===== config.mk =====
export PLATFORM = sky130hd
export DESIGN_NAME = soc_bus_arbiter
export DESIGN_NICKNAME = d
export VERILOG_FILES = /design/src/rtl/soc_bus_arbiter.sv
export SDC_FILE = /design/constraint.sdc
export NUM_CORES = 1
export LEC_CHECK = 0
export CAP_MARGIN = 40
export CELL_PAD_IN_SITES_DETAIL_PLACEMENT = 0
export CELL_PAD_IN_SITES_GLOBAL_PLACEMENT = 1
export CORE_AREA = 2 2 153 155
export DETAILED_ROUTE_END_ITERATION = 7
export DIE_AREA = 0 0 155 157
export PLACE_DENSITY = 0.88
export SLEW_MARGIN = 20
export SYNTH_ARGS = -nofsm -noshare
export SYNTH_HDL_FRONTEND = slang
export SYNTH_SLANG_ARGS = --single-unit

===== constraint.sdc =====
create_clock -name clk -period 4 [get_ports clk]
set_input_delay 0.6 -clock clk [delete_from_list [all_inputs] [get_ports clk]]
set_output_delay 0.6 -clock clk [all_outputs]
set_load 0.03 [all_outputs]

===== src/rtl/soc_bus_arbiter.sv =====
// Two-master round-robin arbiter and single-transaction sequencer for the peripheral bus.
// Optional hung-slave timeout is built when SOC_BUS_ARB_TIMEOUT_EN is defined.
module soc_bus_arbiter #(
  parameter int unsigned TIMEOUT_CYCLES = 255
) (
  input  logic        clk,
  input  logic        rst_n,
  input  logic        m0_req,
  input  logic [31:0] m0_addr,
  input  logic        m0_we,
  input  logic [31:0] m0_wdata,
  input  logic [3:0]  m0_wstrb,
  output logic        m0_ready,
  output logic [31:0] m0_rdata,
  output logic        m0_err,
  input  logic        m1_req,
  input  logic [31:0] m1_addr,
  input  logic        m1_we,
  input  logic [31:0] m1_wdata,
  input  logic [3:0]  m1_wstrb,
  output logic        m1_ready,
  output logic [31:0] m1_rdata,
  output logic        m1_err,
  output logic        s_valid,
  output logic [2:0]  s_sel,
  output logic [31:0] s_addr,
  output logic [31:0] s_wdata,
  output logic        s_we,
  output logic [3:0]  s_wstrb,
  input  logic [2:0]  s_ready,
  input  logic [31:0] s_rdata_mem,
  input  logic [31:0] s_rdata_gpio,
  input  logic [31:0] s_rdata_i2c
);

  if (TIMEOUT_CYCLES < 1 || TIMEOUT_CYCLES > 65535) begin : g_param_check
    $error("soc_bus_arbiter: TIMEOUT_CYCLES must be in 1..65535");
  end

  typedef enum logic [1:0] {
    ST_IDLE = 2'd0,
    ST_XFER = 2'd1,
    ST_RESP = 2'd2
  } state_e;

  state_e      state_q, state_d;
  logic        owner_q, owner_d;
  logic        rr_last_q, rr_last_d;
  logic [31:0] addr_q, addr_d;
  logic [31:0] wdata_q, wdata_d;
  logic        we_q, we_d;
  logic [3:0]  wstrb_q, wstrb_d;
  logic [2:0]  sel_q, sel_d;
  logic [31:0] rdata_q, rdata_d;
  logic        err_q, err_d;
  logic        gnt_m1;
  logic [2:0]  dec_sel;
  logic [31:0] slave_rdata;
`ifdef SOC_BUS_ARB_TIMEOUT_EN
  logic [15:0] tmo_q, tmo_d;
`endif

  function automatic logic [2:0] decode_sel(input logic [31:0] a);
    case (a[31:28])
      4'h0:    decode_sel = 3'b001;
      4'h4:    decode_sel = 3'b010;
      4'h5:    decode_sel = 3'b100;
      default: decode_sel = 3'b000;
    endcase
  endfunction

  always_comb begin
    case (sel_q)
      3'b001:  slave_rdata = s_rdata_mem;
      3'b010:  slave_rdata = s_rdata_gpio;
      3'b100:  slave_rdata = s_rdata_i2c;
      default: slave_rdata = 32'h0;
    endcase
  end

  always_comb begin
    state_d   = state_q;
    owner_d   = owner_q;
    rr_last_d = rr_last_q;
    addr_d    = addr_q;
    wdata_d   = wdata_q;
    we_d      = we_q;
    wstrb_d   = wstrb_q;
    sel_d     = sel_q;
    rdata_d   = rdata_q;
    err_d     = err_q;
    gnt_m1    = 1'b0;
    dec_sel   = 3'b000;
`ifdef SOC_BUS_ARB_TIMEOUT_EN
    tmo_d     = tmo_q;
`endif
    unique case (state_q)
      ST_IDLE: begin
        if (m0_req || m1_req) begin
          // Under contention the master not served last wins.
          gnt_m1  = (m0_req && m1_req) ? ~rr_last_q : m1_req;
          owner_d = gnt_m1;
          addr_d  = gnt_m1 ? m1_addr  : m0_addr;
          wdata_d = gnt_m1 ? m1_wdata : m0_wdata;
          we_d    = gnt_m1 ? m1_we    : m0_we;
          wstrb_d = gnt_m1 ? m1_wstrb : m0_wstrb;
          dec_sel = decode_sel(addr_d);
          sel_d   = dec_sel;
          if (dec_sel == 3'b000) begin
            rdata_d = 32'h0;
            err_d   = 1'b1;
            state_d = ST_RESP;
          end else begin
            state_d = ST_XFER;
`ifdef SOC_BUS_ARB_TIMEOUT_EN
            tmo_d   = 16'd0;
`endif
          end
        end
      end
      ST_XFER: begin
        if ((s_ready & sel_q) != 3'b000) begin
          rdata_d = we_q ? 32'h0 : slave_rdata;
          err_d   = 1'b0;
          state_d = ST_RESP;
        end
`ifdef SOC_BUS_ARB_TIMEOUT_EN
        else if (tmo_q == 16'(TIMEOUT_CYCLES - 1)) begin
          rdata_d = 32'h0;
          err_d   = 1'b1;
          state_d = ST_RESP;
        end else begin
          tmo_d = tmo_q + 16'd1;
        end
`endif
      end
      ST_RESP: begin
        rr_last_d = owner_q;
        state_d   = ST_IDLE;
      end
      default: state_d = ST_IDLE;
    endcase
  end

  always_ff @(posedge clk) begin
    if (!rst_n) begin
      state_q   <= ST_IDLE;
      owner_q   <= 1'b0;
      rr_last_q <= 1'b1;
      addr_q    <= 32'h0;
      wdata_q   <= 32'h0;
      we_q      <= 1'b0;
      wstrb_q   <= 4'h0;
      sel_q     <= 3'b000;
      rdata_q   <= 32'h0;
      err_q     <= 1'b0;
    end else begin
      state_q   <= state_d;
      owner_q   <= owner_d;
      rr_last_q <= rr_last_d;
      addr_q    <= addr_d;
      wdata_q   <= wdata_d;
      we_q      <= we_d;
      wstrb_q   <= wstrb_d;
      sel_q     <= sel_d;
      rdata_q   <= rdata_d;
      err_q     <= err_d;
    end
  end

`ifdef SOC_BUS_ARB_TIMEOUT_EN
  always_ff @(posedge clk) begin
    if (!rst_n) tmo_q <= 16'd0;
    else        tmo_q <= tmo_d;
  end
`endif

  assign s_valid  = (state_q == ST_XFER);
  assign s_sel    = sel_q;
  assign s_addr   = addr_q;
  assign s_wdata  = wdata_q;
  assign s_we     = we_q;
  assign s_wstrb  = wstrb_q;

  // Response fields are only driven alongside the owner's ready pulse.
  assign m0_ready = (state_q == ST_RESP) && !owner_q;
  assign m1_ready = (state_q == ST_RESP) &&  owner_q;
  assign m0_rdata = m0_ready ? rdata_q : 32'h0;
  assign m1_rdata = m1_ready ? rdata_q : 32'h0;
  assign m0_err   = m0_ready & err_q;
  assign m1_err   = m1_ready & err_q;

endmodule


# After elaboration in Yosys (flattened, before gate mapping)
# Cells that the tools add are included.
[totals]
ff_bits = 109
in_bits = 241
word_cells = 61
[classes]
n_eq_ne = 10
reduce_logical = 13
n_mux = 24
bitwise = 4
[ops]
columns = ["operator", "n"]
rows = [
  ["32-bit 2-to-1 mux", 8],
  ["32-bit one-hot mux with 3 select lines", 1],
  ["32-bit one-hot mux with 2 select lines", 1],
  ["3-bit one-hot mux with 3 select lines", 1],
  ["4-bit by 3-bit equality test with 1-bit output (second input constant)", 2],
  ["2-bit 2-to-1 mux", 3],
  ["3-bit 2-to-1 mux", 2],
  ["1-bit 2-to-1 mux", 5],
  ["4-bit logical NOT", 1],
  ["4-bit 2-to-1 mux", 1],
  ["2-bit inequality test (second input constant)", 2],
  ["2-bit one-hot mux with 2 select lines", 1],
  ["2-bit AND reduction", 2],
  ["4-bit AND reduction", 1],
  ["3-bit bitwise AND", 1],
  ["3-bit by 1-bit equality test with 1-bit output (second input constant)", 1],
  ["3-bit by 2-bit equality test with 1-bit output (second input constant)", 1],
  ["3-bit equality test (second input constant)", 1],
  ["1-bit logical AND", 3],
  ["3-bit logical NOT", 1],
  ["3-bit nonzero test", 1],
  ["1-bit bitwise AND", 2],
  ["2-bit by 1-bit equality test with 1-bit output (second input constant)", 1],
  ["2-bit equality test (second input constant)", 1],
  ["7 further kinds", 7],
]

# Logic depth before layout (Yosys ltp)
[depth]
depth_word = 11
depth_mapped = 7
ltp_nobuf = 4

# Least setup slack after synthesis
# Ideal clock, no wire load.
[synth_path]
kind = "reg2out"
start = "register state_q[0]"
end = "output port m1_rdata[23]"
path_slack_ns = 1.841
arrival_time_ns = 1.559
path_buffers = 1
path_stages_with_launch = 5
required_ns = 3.400
path_cell_list = "dfxtp_1 > nand2b_1 > nor2_1 > clkbuf_1 > and2_1"
[synth_between]
elab_chain_len = 3
[synth_lines]
columns = ["element", "line_no", "source"]
rows = [
  ["from (decl)", "46", "state_e state_q, state_d;"],
  ["from (signal assigned)", "158", "state_q <= state_d;"],
  ["2-bit equality test", "187", "assign m1_ready = (state_q == ST_RESP) && owner_q;"],
  ["1-bit logical AND", "187", ""],
  ["net m1_ready", "21", "output logic m1_ready,"],
  ["32-bit 2-to-1 mux", "189", "assign m1_rdata = m1_ready ? rdata_q : 32'h0;"],
  ["to (decl)", "22", "output logic [31:0] m1_rdata,"],
]
# The timed path passes the listed nets, and every way through them passes these cells.

# Worst setup path after layout
[layout_path]
start = "register state_q[0]"
end = "output port m1_rdata[24]"
[layout_between]
elab_chain_len = 3
[layout_lines]
columns = ["element", "line_no"]
rows = [
  ["2-bit equality test", "187"],
  ["1-bit logical AND", "187"],
  ["32-bit 2-to-1 mux", "189"],
]
# Every way passes these cells.

==> impl_metrics.env <==
export IMPL_maxCapViolCount=0
export IMPL_fin_area_mm2=0.0106
export IMPL_combPwrFrac_pct=32.1
export IMPL_root_buffer="clkbuf_16"
export IMPL_initial_core_util_pct=27.9
export IMPL_setup_viol=0
export IMPL_cp_max_fo=20
export IMPL_gp_congestion=0.775
export IMPL_switchingPower_w=0.00101
export IMPL_end_kind="output pin"
export IMPL_netlist_area_leader_share_pct=34.8
export IMPL_startpoint_type="register"
export IMPL_die_x_um=155
export IMPL_post_route_util_pct=47.2
export IMPL_vias=6451
export IMPL_drt_vias_per_instance=4.77
export IMPL_clock_sinks=109
export IMPL_syn_area_mm2=0.00628
export IMPL_grt_max_degree=129
export IMPL_setup_tns_ns=0
export IMPL_setup_ws_ns=0.826
export IMPL_skew_ns=0.0115
export IMPL_yosysUniqueCellTypes=30
export IMPL_cp_slowest_cell="clkdlybuf4s50_1"
export IMPL_numCtsBuffers=9
export IMPL_ios=382
export IMPL_ys_async_sr_fraction_pct=0
export IMPL_status="finished clean"
export IMPL_ctsHoldBuffers=0
export IMPL_yosys_warnings=0
export IMPL_synth_seq_area_share_pct=34.8
export IMPL_slew_viol_final=0
export IMPL_cp_arrival_ns=2.57
export IMPL_period_minus_slack_ns=3.17
export IMPL_h_tree_depth=3
export IMPL_netlist_instances=726
export IMPL_cts_tree="built"
export IMPL_critical_path_max_stage_delay_ns=0.67
export IMPL_finalHoldViolCount=0
export IMPL_ys_ff_latch=109
export IMPL_drive_above_1_share_pct=3.75
export IMPL_clockBufferDepth=2
export IMPL_grt_pass1_vias=6083
export IMPL_preCtsSetupSlack_ns=1.14
export IMPL_drc=0
export IMPL_critPathKind="register to output pin"
export IMPL_postSynthAreaPerCell_um2=8.65
export IMPL_antenna_found_initial=1
export IMPL_coreArea_mm2=0.0225
export IMPL_cp_cell_sequence="nand2b_1, nor2_2, buf_4, and2_1, clkdlybuf4s50_1"
export IMPL_max_vdd_ir_drop_uv=222
export IMPL_worst_pin_slew_ns=0.694
export IMPL_grt_pass1_wl_um=33800
export IMPL_finalWirelength_um=22800
export IMPL_powerDensity_mw_per_mm2=303
export IMPL_synth_largest_area_cell="dfxtp_1"
export IMPL_port_buffers=381
export IMPL_synthTopCellsByArea="dfxtp_1, mux2i_1, o211a_1, and2_1, nand3b_1"
export IMPL_ys_top_cells_by_count="dfxtp_1, nand2_1, mux2i_1"
export IMPL_ys_flop_type="dfxtp_1"
export IMPL_rsz0062_at_grt="false"
export IMPL_cts_resized=0
export IMPL_placed_cell_area_mm2=0.0103
export IMPL_die_area_mm2=0.0243
export IMPL_final_nets=1303
export IMPL_p_int_w=0.00221
export IMPL_die_y_um=157
export IMPL_sequentialPowerShare_pct=38.3
export IMPL_required_ns=3.40
export IMPL_rows=55
export IMPL_maxSlewHeadroom_pct=53.7
export IMPL_clockPowerShare_pct=29.6
export IMPL_clk_latency_ns=0.36
export IMPL_switching_share_pct=31.4
export IMPL_path_clk_slew_ns=0.08
export IMPL_hold_path_class="register to register"
export IMPL_grt_remaining_overflow=0
export IMPL_wl_per_cell_um=16.9
export IMPL_postCtsSetupBuffers=0
export IMPL_p_leak_nw=4.51
export IMPL_area_delta_synth_final_pct=69.1
export IMPL_hpwlAfterDp_um=16800
export IMPL_route_antenna_remaining_nets=0
export IMPL_syn_num_nets=967
export IMPL_drtIter0Drc=293
export IMPL_track_usage_pct=17.7
export IMPL_fmax_mhz=315
export IMPL_drt_pre_antenna_iters=4
export IMPL_synth_edf_count=0
export IMPL_period_share_pct=79.3
## worst max-delay path: cells and delay by family (launching register included)
| kind | cells | cell delay [ns] |
|---|---|---|
| buf+inv | 2 | 1.00 |
| flops | 1 | 0.36 |
| simple gates | 3 | 0.85 |
## layout make-up
type	count	area, um^2
timing repair buffer	395	3950
inverter	3	11.3
multi-input combinational	544	3800
antenna	1	2.50
clock buffer	9	225
fill	2208	11900
sequential	109	2190
tap	285	357
clock inverter	6	81.3
## cell families (layout without fill, tap and decap cells)
kind of cell | after synthesis | after routing | share of synthesized area [%]
AOI/OAI and AO/OA | 148 | 148 | 17.9
xor gates and xnor gates | 1 | 1 | 0.140
buffers and inverters | 73 | 413 | 5.08
DFF | 109 | 109 | 34.8
muxes | 102 | 102 | 16.3
other | 0 | 1 | 0
and+or+nand+nor | 293 | 293 | 25.9
## layout by cell type, fill, tap and decap left out, types with 2 or more instances in the layout
cell,instances
nand3b_1,65
dfxtp_1,106
nand3_1,2
mux2i_1,101
a21oi_1,35
a21boi_0,3
nor3_1,4
nor2_1,3
dfxtp_2,3
o211a_1,69
inv_6,3
nor2_2,2
clkdlybuf4s50_1,380
nand2_1,109
inv_1,3
nand2b_1,4
and2_1,96
clkbuf_16,9
o21ai_0,34
nor2b_1,3
buf_4,13
## power by group through the flow
| stage | clock network, W | registers [W] | logic, W |
|---|---|---|---|
| 2_1_floorplan | 0 | 0.00143 | 0.000358 |
| 3_3_place_gp | 0 | 0.00125 | 0.00103 |
| 3_5_place_dp | 0 | 0.00126 | 0.00104 |
| 4_1_cts | 0.000990 | 0.00123 | 0.00104 |
| 5_1_grt | 0.00102 | 0.00124 | 0.00110 |
| 6_report | 0.000953 | 0.00123 | 0.00103 |
## flip-flops by register name, indices dropped and copies added, names as in the netlist
name and count:
s_wdata 32, state_q 2, s_addr 32, rdata_q 32, s_wstrb 4, s_we 1
s_sel 3, err_q 1, owner_q 1, rr_last_q 1
## path summary, 6_finish.rpt
check                                              from                  endpoint  slack [ns]  cells past startpoint
worst max-delay path            state_q[0]$_SDFFE_PN0P_              m1_rdata[24]        0.83                      5
worst min-delay path            rdata_q[5]$_SDFFE_PN0P_   rdata_q[5]$_SDFFE_PN0P_        0.48                      2
worst max register to register    s_sel[1]$_SDFFE_PN0P_  rdata_q[23]$_SDFFE_PN0P_        1.95                      6
worst min register to register  rdata_q[5]$_SDFFE_PN0P_   rdata_q[5]$_SDFFE_PN0P_        0.48                      2
## stage by stage
| stage | hold slack, ns | power (W) | std cells |
|---|---|---|---|
| after floorplan | 0.438 | 0.00179 | 726 |
| after global placement | 0.454 | 0.00228 | 1335 |
| after detailed placement | 0.465 | 0.00229 | 1335 |
| after CTS | 0.476 | 0.00326 | 1350 |
| after global routing | 0.480 | 0.00336 | 1351 |
| final | 0.476 | 0.00322 | 1352 |
## layer usage
layer	vias to the layer above	part of all wire (%)	GRT usage, %
met5	-	0	0
met4	0	3.0	7.58
met3	32	8.5	4.96
met2	272	46	29.4
met1	2945	42	21.6
li1	3202	-	-
No activity file was read; power rests on OpenSTA's default activity.
